===== src/rtl/dmem_ctrl_pkg.sv =====
`default_nettype none
// ============================================================================
// Package  : dmem_ctrl_pkg
// Brief    : Shared opcodes, request types, state encoding and the request
//            record used by the data-memory controller.
// Revision : 1.0 - initial release
// ============================================================================
package dmem_ctrl_pkg;

   localparam logic [6:0] c_LD_TYPE = 7'b0000011;
   localparam logic [6:0] c_ST_TYPE = 7'b0100011;

   localparam logic [2:0] c_OP_B  = 3'b000;
   localparam logic [2:0] c_OP_H  = 3'b001;
   localparam logic [2:0] c_OP_W  = 3'b010;
   localparam logic [2:0] c_OP_BU = 3'b100;
   localparam logic [2:0] c_OP_HU = 3'b101;

   localparam logic [1:0] c_ST_IDLE  = 2'd0;
   localparam logic [1:0] c_ST_LOAD  = 2'd1;
   localparam logic [1:0] c_ST_STORE = 2'd2;
   localparam logic [1:0] c_ST_DONE  = 2'd3;

   typedef struct packed {
      logic [2:0]  op;
      logic [6:0]  kind;
      logic [31:0] addr;
      logic [31:0] data;
   } req_t;

   // Any funct3 outside the byte/half codes is handled as a full word.
   function automatic logic [2:0] op_size(input logic [2:0] op);
      case (op)
         c_OP_B, c_OP_BU: op_size = 3'd1;
         c_OP_H, c_OP_HU: op_size = 3'd2;
         default:         op_size = 3'd4;
      endcase
   endfunction

endpackage
`default_nettype wire


===== src/rtl/dmem_ctrl_load_ext.sv =====
`default_nettype none
// ============================================================================
// Module   : dmem_ctrl_load_ext
// Brief    : Combinational sign/zero extension of assembled load data.
// Revision : 1.0 - initial release
// ============================================================================
module dmem_ctrl_load_ext
   import dmem_ctrl_pkg::*;
(
   input  logic [2:0]  op,
   input  logic [31:0] raw,
   output logic [31:0] ext
);

   always_comb begin
      ext = raw;
      case (op)
         c_OP_B:  ext = {{24{raw[7]}}, raw[7:0]};
         c_OP_H:  ext = {{16{raw[15]}}, raw[15:0]};
         c_OP_BU: ext = {24'd0, raw[7:0]};
         c_OP_HU: ext = {16'd0, raw[15:0]};
         default: ext = raw;
      endcase
   end

endmodule
`default_nettype wire


===== src/rtl/dmem_ctrl.sv =====
`default_nettype none
// ============================================================================
// Module   : dmem_ctrl
// Brief    : Data-memory controller; performs one load/store at a time as
//            byte-serial accesses on the 8-bit RAM bus.
// Revision : 1.0 - initial release
// ============================================================================
module dmem_ctrl
   import dmem_ctrl_pkg::*;
#(
   parameter logic [1:0] IO_HI_BITS = 2'b11
)
(
   input  logic        clk,
   input  logic        rst_n,
   input  logic        rdy,
   input  logic        rob_clear,
   input  logic        req_valid,
   input  logic [2:0]  req_op,
   input  logic [6:0]  req_type,
   input  logic [31:0] req_addr,
   input  logic [31:0] req_data,
   output logic        req_ready,
   output logic        resp_valid,
   output logic [6:0]  resp_type,
   output logic [31:0] resp_data,
   input  logic [7:0]  mem_din,
   output logic [7:0]  mem_dout,
   output logic [31:0] mem_a,
   output logic        mem_wr,
   input  logic        io_buffer_full
);

   logic [1:0]  r_state;
   req_t        r_req;
   logic [2:0]  r_issue;
   logic [2:0]  r_cap;
   logic        r_pend;
   logic        r_rew;
   logic [31:0] r_asm;
   logic [6:0]  r_resp_type;
   logic [31:0] r_resp_data;

   logic [2:0]  w_size;
   logic        w_req_is_store;
   logic        w_io_stall;
   logic [2:0]  w_iss_ptr;
   logic [2:0]  w_bus_ptr;
   logic        w_last_cap;
   logic        w_last_st;
   logic [7:0]  w_store_byte;
   logic [31:0] w_asm_next;
   logic [31:0] w_ext;

   assign w_size         = op_size(r_req.op);
   assign w_req_is_store = (req_type == c_ST_TYPE);
   assign w_io_stall     = (r_req.addr[17:16] == IO_HI_BITS) && io_buffer_full;
   assign w_last_cap     = ((r_cap + 3'd1) == w_size);
   assign w_last_st      = ((r_issue + 3'd1) == w_size);
   assign w_store_byte   = r_req.data[{r_issue[1:0], 3'b000} +: 8];

   // After a freeze the bus was re-reading the oldest uncaptured byte, so the
   // next byte to issue is the one after it.
   assign w_iss_ptr = r_rew ? (r_cap + 3'd1) : r_issue;
   assign w_bus_ptr = rdy ? w_iss_ptr : r_cap;

   always_comb begin
      w_asm_next = r_asm;
      w_asm_next[{r_cap[1:0], 3'b000} +: 8] = mem_din;
   end

   dmem_ctrl_load_ext u_load_ext (
      .op  (r_req.op),
      .raw (w_asm_next),
      .ext (w_ext)
   );

   assign req_ready  = (r_state == c_ST_IDLE);
   assign resp_valid = (r_state == c_ST_DONE);
   assign resp_type  = r_resp_type;
   assign resp_data  = r_resp_data;

   always_comb begin
      mem_a    = 32'd0;
      mem_dout = 8'd0;
      mem_wr   = 1'b0;
      case (r_state)
         c_ST_LOAD: begin
            mem_a = r_req.addr + {29'd0, w_bus_ptr};
         end
         c_ST_STORE: begin
            mem_a    = r_req.addr + {29'd0, r_issue};
            mem_dout = w_store_byte;
            mem_wr   = rdy && !w_io_stall;
         end
         default: begin
            mem_a    = 32'd0;
            mem_dout = 8'd0;
            mem_wr   = 1'b0;
         end
      endcase
   end

   always_ff @(posedge clk or negedge rst_n) begin
      if (!rst_n) begin
         r_state     <= c_ST_IDLE;
         r_req       <= '0;
         r_issue     <= 3'd0;
         r_cap       <= 3'd0;
         r_pend      <= 1'b0;
         r_rew       <= 1'b0;
         r_asm       <= 32'd0;
         r_resp_type <= 7'd0;
         r_resp_data <= 32'd0;
      end else if (rdy) begin
         case (r_state)
            c_ST_IDLE: begin
               if (req_valid && !rob_clear) begin
                  r_req.op   <= req_op;
                  r_req.kind <= req_type;
                  r_req.addr <= req_addr;
                  r_req.data <= req_data;
                  r_issue    <= 3'd0;
                  r_cap      <= 3'd0;
                  r_pend     <= 1'b0;
                  r_rew      <= 1'b0;
                  r_asm      <= 32'd0;
                  r_state    <= w_req_is_store ? c_ST_STORE : c_ST_LOAD;
               end
            end

            c_ST_LOAD: begin
               r_rew <= 1'b0;
               if (rob_clear) begin
                  r_pend  <= 1'b0;
                  r_state <= c_ST_IDLE;
               end else begin
                  if (w_iss_ptr < w_size) begin
                     r_issue <= w_iss_ptr + 3'd1;
                     r_pend  <= 1'b1;
                  end else begin
                     r_issue <= w_iss_ptr;
                     r_pend  <= 1'b0;
                  end
                  if (r_pend) begin
                     r_asm <= w_asm_next;
                     r_cap <= r_cap + 3'd1;
                     if (w_last_cap) begin
                        r_resp_type <= r_req.kind;
                        r_resp_data <= w_ext;
                        r_state     <= c_ST_DONE;
                     end
                  end
               end
            end

            // Stores are already committed by the RoB, so a flush is ignored.
            c_ST_STORE: begin
               if (!w_io_stall) begin
                  r_issue <= r_issue + 3'd1;
                  if (w_last_st) begin
                     r_resp_type <= r_req.kind;
                     r_resp_data <= 32'd0;
                     r_state     <= c_ST_DONE;
                  end
               end
            end

            default: begin
               r_state <= c_ST_IDLE;
            end
         endcase
      end else if (r_state == c_ST_LOAD) begin
         // Frozen: the bus shows the capture pointer, so its byte arrives next cycle.
         r_pend <= 1'b1;
         r_rew  <= 1'b1;
      end
   end

endmodule
`default_nettype wire


===== config.mk =====
export PLATFORM = sky130hd
export DESIGN_NAME = dmem_ctrl
export DESIGN_NICKNAME = d
export VERILOG_FILES = /design/src/rtl/dmem_ctrl_pkg.sv /design/src/rtl/dmem_ctrl_load_ext.sv /design/src/rtl/dmem_ctrl.sv
export SDC_FILE = /design/constraint.sdc
export NUM_CORES = 1
export LEC_CHECK = 0
export BUFFER_PORTS_ARGS = -buffer_cell sky130_fd_sc_hd__buf_2
export CORE_MARGIN = 10
export CORE_UTILIZATION = 51
export CTS_CLUSTER_SIZE = 10
export DETAILED_ROUTE_END_ITERATION = 8
export GPL_ROUTABILITY_DRIVEN = 0
export GPL_TIMING_DRIVEN = 0
export HOLD_SLACK_MARGIN = 0.15
export PLACE_DENSITY = 0.8
export REMOVE_ABC_BUFFERS = 1
export SYNTH_ARGS = -nofsm -noshare
export SYNTH_HDL_FRONTEND = slang
export SYNTH_HIERARCHICAL = 1
export SYNTH_SLANG_ARGS = --single-unit

===== constraint.sdc =====
create_clock -name clk -period 3.4 [get_ports clk]
set_input_delay 0.68 -clock clk [delete_from_list [all_inputs] [get_ports clk]]
set_output_delay 0.68 -clock clk [all_outputs]
set_load 0.05 [all_outputs]

# Word level (Yosys, flattened, before mapping)
# Index checks and enable logic that the tools add are counted.
# classes
n_eq_ne	19
magnitude_cmp	1
n_mux	48
n_shift	3
n_reduce_logical	19
n_addsub	6
# op_table
operator	count
32-bit two-way mux	8
32-bit one-hot mux with 2 select lines	3
32-bit one-hot mux with 4 select lines	1
32-bit by 3-bit adder with 32-bit output	2
7-bit two-way mux	5
32-bit bitwise mux	1
8-bit by 7-bit variable shift with 32-bit output, first input constant	1
32-bit by 6-bit variable part select with 8-bit output	1
8-bit by 7-bit variable part select with 32-bit output	1
3-bit two-way mux	8
2-bit two-way mux	7
7-bit one-hot mux with 2 select lines	1
3-bit one-hot mux with 2 select lines	2
2-bit != test, second input constant	5
5-bit AND reduction	2
3-bit by 1-bit adder with 3-bit output, second input constant	3
3-bit one-hot mux with 3 select lines	1
8-bit two-way mux	1
7-bit by 6-bit equality test with 1-bit output, second input constant	1
1-bit two-way mux	7
5-bit negation with 7-bit output	1
7-bit AND reduction	1
2-bit equality test, second input constant	3
3-bit equality test	2
other kinds (18)	28
# totals
reg_bits	155
wordCells	108

# Longest topological paths before layout
# Gate-level depths: netlist of run 1.
# logic_depth
ltp_word	8
depth_mapped	15
depth_no_buf	13

# Hierarchy
# The synthesis of run 1 kept the hierarchy.
# by_module_without_submodules
mod	seq_area_each_um2	n_inst	area_per_inst_um2	cells_each
dmem_ctrl	3878.7	1	8266.7	799
dmem_ctrl_load_ext	0.0	1	355.3	67

# Least setup slack after synthesis of run 1
# Ideal clock, no wire load.
# synth_timing
path_type	flip-flop to output port
startpoint	register r_state[0]
endpoint	output mem_a[18]
path_buffers	2
path_stages_with_launch	16
t_required_ps	2720
t_arrival_ps	3573
path_slack_ps	-853
path_cell_list	dfrtp_1 > inv_1 > ha_1 > clkbuf_1 > clkbuf_1 > o22ai_1 > nand2_1 > o21ai_0 > a31oi_1 > ha_1 > fa_1 > a21oi_1 > nor4_1 > nand4_1 > xor2_1 > nor2_1
# synth_via
elab_chain_len	2
# synth_rtl
item	line	source
start: declaration	dmem_ctrl.sv:34	logic [1:0] r_state;
start signal: assignment	dmem_ctrl.sv:106	r_state <= c_ST_IDLE;
start signal: assignment	dmem_ctrl.sv:128	r_state <= w_req_is_store ? c_ST_STORE : c_ST_LOAD;
start signal: assignment	dmem_ctrl.sv:136	r_state <= c_ST_IDLE;
2-bit equality test or 2-bit by 1-bit equality test with 1-bit output (tied branches)	dmem_ctrl.sv:87	case (r_state)
32-bit one-hot mux with 2 select lines (*)	dmem_ctrl.sv:87	
end: declaration	dmem_ctrl.sv:29	output logic [31:0] mem_a,
# Every way passes the cells marked *; elsewhere a longest branch is shown, timed or not.

# Worst setup path after layout of run 1
# layout_timing
startpoint	register r_cap[0]
endpoint	output mem_a[25]
# layout_via
elab_chain_len	5
# layout_rtl
item	line	source
start: declaration	dmem_ctrl.sv:37	logic [2:0] r_cap;
start signal: assignment	dmem_ctrl.sv:147	r_cap <= r_cap + 3'd1;
3-bit by 1-bit adder with 3-bit output	dmem_ctrl.sv:64	assign w_iss_ptr = r_rew ? (r_cap + 3'd1) : r_issue;
3-bit two-way mux	dmem_ctrl.sv:64	
3-bit two-way mux (*)	dmem_ctrl.sv:65	assign w_bus_ptr = rdy ? w_iss_ptr : r_cap;
32-bit by 3-bit adder with 32-bit output (*)	dmem_ctrl.sv:89	mem_a = r_req.addr + {29'd0, w_bus_ptr};
32-bit one-hot mux with 2 select lines (*)	dmem_ctrl.sv:87	
# Marked as above.

==> results of run 1 <==
layout make-up:
class,count,area [um^2],share of cell area (%)
multi-input combinational,605,4520,41.2
sequential,155,3890,35.4
timing repair buffer,216,1520,13.8
clock buffer,22,474,4.32
tap,220,275,2.51
inverter,47,179,1.63
clock inverter,10,116,1.06
flip-flops by register name (all words and copies together) (netlist names):
name,cells
r_cap,3
resp_type,7
r_asm,32
r_pend,1
r_state,2
r_req,74
r_rew,1
r_issue,3
resp_data,32
layer usage:
| metal | vias up | GRT usage [%] |
|---|---|---|
| met1 | 3413 | 23.7 |
| met3 | 32 | 7.22 |
| met4 | 0 | 5.05 |
| met5 | - | 0 |
| met2 | 242 | 34.8 |
| li1 | 3306 | - |
cells by family after synthesis:
group	after synthesis	share of synthesized area, %
adder cells (fa/ha/maj)	18	2.70
multiplexers	128	18.2
flip-flops	155	45.0
buffers and inverters	106	5.53
AND/OR/NAND/NOR	293	16.7
XOR/XNOR	28	2.84
AO/OA/AOI/OAI	138	9.04
worst max-delay path, stage by stage, from the launching register on:
cell	delay, ps
dfrtp_2	460
inv_4	80
ha_4	200
mux2_4	270
mux2i_2	190
o21ai_2	100
ha_4	280
a21oi_4	60
o21ai_4	170
nand4_1	250
or3_1	410
a21oi_2	190
buf_6	190
power groups by stage:
stage	sequential, uW	clock [uW]	combinational (uW)
after floorplan	3770	0	3330
after global placement	3220	0	5120
after detailed placement	3280	0	5260
after CTS	3250	1940	5970
after global routing	3400	2020	6600
final	3280	1900	6180
cell usage after synthesis, types with 3 or more instances:
cell,n
ha_1,17
mux2_4,10
and4_1,5
clkbuf_1,36
buf_4,9
nand4_1,16
a32oi_1,3
nor2_1,36
buf_2,5
xor2_1,22
and2_0,6
and2_1,13
nand3_1,9
a31o_2,8
buf_1,3
dfrtp_1,155
buf_6,5
a21oi_1,11
nand2_1,135
mux2_2,107
xnor2_1,6
or2_2,5
mux4_2,8
nor3_1,3
inv_1,47
or3_1,7
and3_1,6
nand4b_1,4
nor2b_1,36
o21ai_0,101
timing repair:
| action | 4_1_cts | 5_1_grt |
|---|---|---|
| pin swaps | 27 | 24 |
| setup buffers | 31 | 12 |
| endpoints found under the hold margin | 34 | 0 |
| setup endpoints to repair | 57 | 90 |
| gates resized for setup | 108 | 20 |
| cloned | 1 | 0 |
| hold buffers | 1 | 0 |
stage by stage:
stage	instance area (um^2)	util (%)	worst slack, ps	power, uW
after floorplan	8320	-	-1620	7100
final	11000	66.1	-565	11400
after global routing	11000	66.1	-702	12000
after global placement	9440	56.9	-2730	8330
after CTS	10800	65.1	-540	11200
after detailed placement	9570	57.7	-1510	8540
cell usage in the layout, fill, tap and decap left out, types with 5 or more instances in the layout:
cell and count:
ha_1 10, buf_4 37, a31o_2 8, nand4_1 16
ha_4 5, or3_1 6, and3_1 5, and4_1 5
mux2_4 11, nand3_1 6, a21oi_1 5, and2_1 13
buf_6 35, nor2_1 34, o21ai_0 96, inv_1 43
dfrtp_1 150, xor2_1 22, clkbuf_16 17, nand2_1 131
and2_0 6, mux2_2 106, nor2b_1 36, buf_2 137
mux4_2 8
path summary, 6_finish.rpt:
path	from	endpoint	slack, ps	cells past startpoint
hold / removal	r_asm[1]	r_asm[1]	480	2
setup / recovery	r_cap[0]	mem_a[25]	-570	12
hold reg to reg	r_asm[1]	r_asm[1]	480	2
min in group asynchronous	rst_n	resp_type[5]	720	2
max in group asynchronous	rst_n	r_issue[0]	1740	3
setup reg to reg	r_cap[0]	r_issue[1]	170	11
==> flow_metrics.py, run 1 <==
metrics = {
    "timing": {
        "fmaxAchievable_mhz": 252,
        "slew_violations": 0,
        "worstMarginPinSlew_ps": 1290,
        "max_slew_margin_pct": 13.0,
        "finalSetupTns_ps": -13820,
        "skew_ps": 7.50,
        "fin_crit_ps": 3970,
        "setup-violations-final": 30,
        "rsz0062_at_grt": "true",
        "fin_ws_ps": -565,
        "post-route-period-util_pct": 117,
        "fin_hold_ws_ps": 478,
        "hold_viol": 0,
    },
    "synthesis": {
        "ys_types": 55,
        "synth.area.top_cells": "dfrtp_1 45%, mux2_2 14%, nand2_1 5.9%",
        "ys_ff_latch": 155,
        "synthCells": 866,
        "syn_area_um2": 8620,
        "synth_edf_count": 0,
        "ys.flop_type": "dfrtp_1",
        "async_reset_ff_share_pct": 100,
        "synth_top_cell_by_area": "dfrtp_1",
        "ys_warn_count": 6,
        "yosysSeqAreaShare_pct": 45.0,
        "synth_area_per_cell_um2": 9.96,
        "synth_top_area_share_pct": 45.0,
    },
    "placement": {
        "place_inst": 1200,
        "hpwl_mm": 14.9,
        "io_buffers": 169,
    },
    "die": {
        "die_h_um": 150,
        "floorplan.initialDensity_pct": 52.0,
        "ioPinCount": 170,
        "die_area_um2": 22500,
        "core_area_um2": 16600,
        "die_w_um": 150,
        "num_rows": 47,
    },
    "global_routing": {
        "overflow": 0,
        "grt_max_degree": 122,
        "grt.total_usage_pct": 20.3,
        "grt_pass1_vias": 7146,
        "grt_pass1_wl_mm": 36.7,
        "antenna_found_initial": 0,
    },
    "critical_path": {
        "critPathKind": "flop to output port",
        "cp-end-kind": "output port",
        "start_kind": "flop",
        "worstPathArrival_ps": 3290,
        "crit_path_max_fanout": 5,
        "cp.required_ps": 2720,
    },
    "cts": {
        "cts_num_sinks": 155,
        "cts_tree": "built",
        "clk_latency_ps": 430,
        "htree_num_levels": 4,
        "cts_buffers": 17,
        "cts_buffer_depth": 2,
        "path_clk_slew_ps": 60,
        "cts_root_buf": "clkbuf_16",
    },
    "power": {
        "p_seq_share_pct": 28.9,
        "p_int_uw": 6130,
        "combinationalPowerShare_pct": 54.4,
        "peakVddDrop_v": 0.000861,
        "p_switching_uw": 5220,
        "p_per_area_nw_per_um2": 1040,
        "p_sw_share_pct": 46.0,
        "clkPwrFrac_pct": 16.7,
        "cellLeakagePower_uw": 0.00506,
    },
    "cells_and_area": {
        "fill_cells": 1278,
        "n_antenna_cell": 0,
        "syn_to_final_growth_pct": 27.2,
        "drive_above_1_share_pct": 40.9,
        "fin_nets": 1148,
        "fin_cells": 1275,
    },
    "detailed_routing": {
        "met2_length_mm": 11.6,
        "wl_met3_mm": 1.97,
        "drtAntennaViolNets": 0,
        "drtPass1Iterations": 5,
        "drt_iter0_drc": 511,
        "top_layer": "met4",
        "avgRoutedWirePerCell_um": 18.0,
        "wirelength_mm": 23.0,
        "num_vias": 6993,
        "wl_met1_mm": 9.11,
        "viasPerCell": 5.48,
        "drc_errors": 0,
    },
    "status": {
        "violations": "setup timing",
        "status": "finished with violations",
    },
    "worst_hold_path": {
        "hp-class": "flop to flop",
    },
    "run": {
        "maxCapViolCount": 0,
    },
}
Note: power is estimated with default switching activity, not from simulation.
==> run 2: changes to the inputs <==
--- a/config.mk
+++ b/config.mk
@@ -13,6 +13,7 @@
 export GPL_ROUTABILITY_DRIVEN = 0
 export GPL_TIMING_DRIVEN = 0
 export HOLD_SLACK_MARGIN = 0.15
+export MAX_ROUTING_LAYER = met4
 export PLACE_DENSITY = 0.8
 export REMOVE_ABC_BUFFERS = 1
 export SYNTH_ARGS = -nofsm -noshare
==> run 2 against run 1 <==
The flow still finishes with violations (setup timing). Clock skew rose by 0.80 ps. Largest power group unchanged. Die area is the same. Via count increased by 0.43%.
==> flow_metrics.py, run 2 (same netlist as run 1, synthesis figures left out) <==
metrics = {
    "power": {
        "p_per_area_nw_per_um2": 1040,
        "peakVddDrop_v": 0.000865,
        "cellLeakagePower_uw": 0.00506,
        "p_sw_share_pct": 46.1,
        "clkPwrFrac_pct": 16.8,
        "p_int_uw": 6130,
        "p_seq_share_pct": 28.8,
        "combinationalPowerShare_pct": 54.4,
        "p_switching_uw": 5230,
    },
    "global_routing": {
        "grt_pass1_vias": 7154,
        "overflow": 0,
        "antenna_found_initial": 0,
        "grt_pass1_wl_mm": 36.7,
        "grt.total_usage_pct": 20.9,
        "grt_max_degree": 122,
    },
    "die": {
        "core_area_um2": 16600,
        "floorplan.initialDensity_pct": 52.0,
        "ioPinCount": 170,
        "die_h_um": 150,
        "die_w_um": 150,
        "die_area_um2": 22500,
        "num_rows": 47,
    },
    "status": {
        "status": "finished with violations",
        "violations": "setup timing",
    },
    "cts": {
        "clk_latency_ps": 430,
        "cts_buffers": 17,
        "cts_tree": "built",
        "cts_root_buf": "clkbuf_16",
        "cts_num_sinks": 155,
        "cts_buffer_depth": 2,
        "htree_num_levels": 4,
        "path_clk_slew_ps": 60,
    },
    "cells_and_area": {
        "top_register": "r_req",
        "largest_reg_flops": 74,
        "final_common_cell": "dfrtp_1",
        "syn_to_final_growth_pct": 27.2,
        "stdcell_area_um2": 11000,
        "final_cell_mix": "150 x dfrtp_1, 137 x buf_2, 131 x nand2_1, 106 x mux2_2, 96 x o21ai_0",
        "fin_nets": 1148,
        "n_antenna_cell": 0,
        "drive_above_1_share_pct": 40.9,
        "fin_cells": 1275,
    },
    "timing": {
        "post-route-period-util_pct": 117,
        "hold_viol": 0,
        "finalSetupTns_ps": -13850,
        "fmaxAchievable_mhz": 251,
        "fin_crit_ps": 3980,
        "fin_ws_ps": -580,
        "worstMarginPinSlew_ps": 1290,
        "slew_violations": 0,
        "setup-violations-final": 30,
        "skew_ps": 8.30,
        "fin_hold_ws_ps": 478,
        "max_slew_margin_pct": 12.6,
        "rsz0062_at_grt": "true",
    },
    "placement": {
        "placed_cell_area_um2": 9570,
        "io_buffers": 169,
        "place_inst": 1200,
        "hpwl_mm": 14.9,
        "pre_cts_ws_ps": -1510,
    },
    "critical_path": {
        "start_kind": "flop",
        "cpPeakStageDelay_ps": 460,
        "critPathMostFrequentCell": "ha_4",
        "cp-end-kind": "output port",
        "worst_path_max_delay_cell": "dfrtp_2",
        "cp.required_ps": 2720,
        "critPathKind": "flop to output port",
        "worstPathArrival_ps": 3300,
        "crit_chain": "inv_4, ha_4, mux2_4, mux2i_2, o21ai_2, ha_4, a21oi_4, o21ai_4, nand4_1, or3_1, a21oi_2, buf_6",
        "reg2reg_depth": 11,
        "crit_path_max_fanout": 5,
    },
    "detailed_routing": {
        "viasPerCell": 5.51,
        "wirelength_mm": 23.1,
        "drt_iter0_drc": 526,
        "drc_errors": 0,
        "drtAntennaViolNets": 0,
        "num_vias": 7023,
        "drtPass1Iterations": 5,
        "avgRoutedWirePerCell_um": 18.1,
    },
    "worst_hold_path": {
        "hp-class": "flop to flop",
        "hold_path_depth": 2,
    },
    "run": {
        "maxCapViolCount": 0,
    },
}
==> run 2: cell counts in the layout (fill, tap and decap cells not counted) <==
Identical to the previous run, type by type.
==> run 2: layer usage <==
| layer | vias up | part of all wire [%] | GRT usage [%] |
|---|---|---|---|
| met5 | - | 0 | - |
| met4 | 0 | 1.0 | 5.05 |
| met3 | 24 | 7.4 | 6.13 |
| met2 | 243 | 50 | 34.7 |
| met1 | 3438 | 41 | 24.4 |
| li1 | 3318 | - | - |
==> run 2: worst paths after layout <==
check / start / to / slack [ps]
worst max-delay path: r_cap[0] / mem_a[25] / -580
worst min-delay path: r_asm[1] / r_asm[1] / 480
worst max register to register: r_cap[0] / r_issue[1] / 160
worst min register to register: r_asm[1] / r_asm[1] / 480
max in group asynchronous: rst_n / r_issue[0] / 1730
min in group asynchronous: rst_n / r_req[66] / 720
==> run 2: power by group through the flow <==
| stage | Combinational (uW) | Clock [uW] | Sequential, uW |
|---|---|---|---|
| after floorplan | 3330 | 0 | 3770 |
| after global placement | 5120 | 0 | 3220 |
| after detailed placement | 5260 | 0 | 3280 |
| after CTS | 5970 | 1940 | 3250 |
| after global routing | 6600 | 2020 | 3400 |
| final | 6180 | 1910 | 3280 |
==> run 2: area by class of cell <==
type	count	area, um^2
Tap cell	220	275
Fill cell	1278	5610
Clock buffer	22	474
Multi-Input combinational cell	605	4520
Sequential cell	155	3890
Clock inverter	10	116
Timing Repair Buffer	216	1520
Inverter	47	179
==> run 2: worst max-delay path, delay by kind of cell, from the launching register on <==
family,cells,cell delay (ps)
AO/OA/AOI/OAI,4,540
adder cells (fa/ha/maj),2,480
buffers and inverters,2,270
flip-flops,1,460
multiplexers,2,460
AND/OR/NAND/NOR,2,660
==> run 2: repair_timing <==
item,4_1_cts,5_1_grt
setup endpoints to repair,57,90
endpoints found under the hold margin,34,0
setup buffers,31,12
gates cloned,1,0
hold buffers,1,0
pin swaps,27,24
resized for setup,108,20
==> run 2: metrics by stage <==
stage | util (%) | total power, uW
after floorplan | - | 7100
after global placement | 56.9 | 8330
after detailed placement | 57.7 | 8540
after CTS | 65.1 | 11200
after global routing | 66.1 | 12000
final | 66.1 | 11400
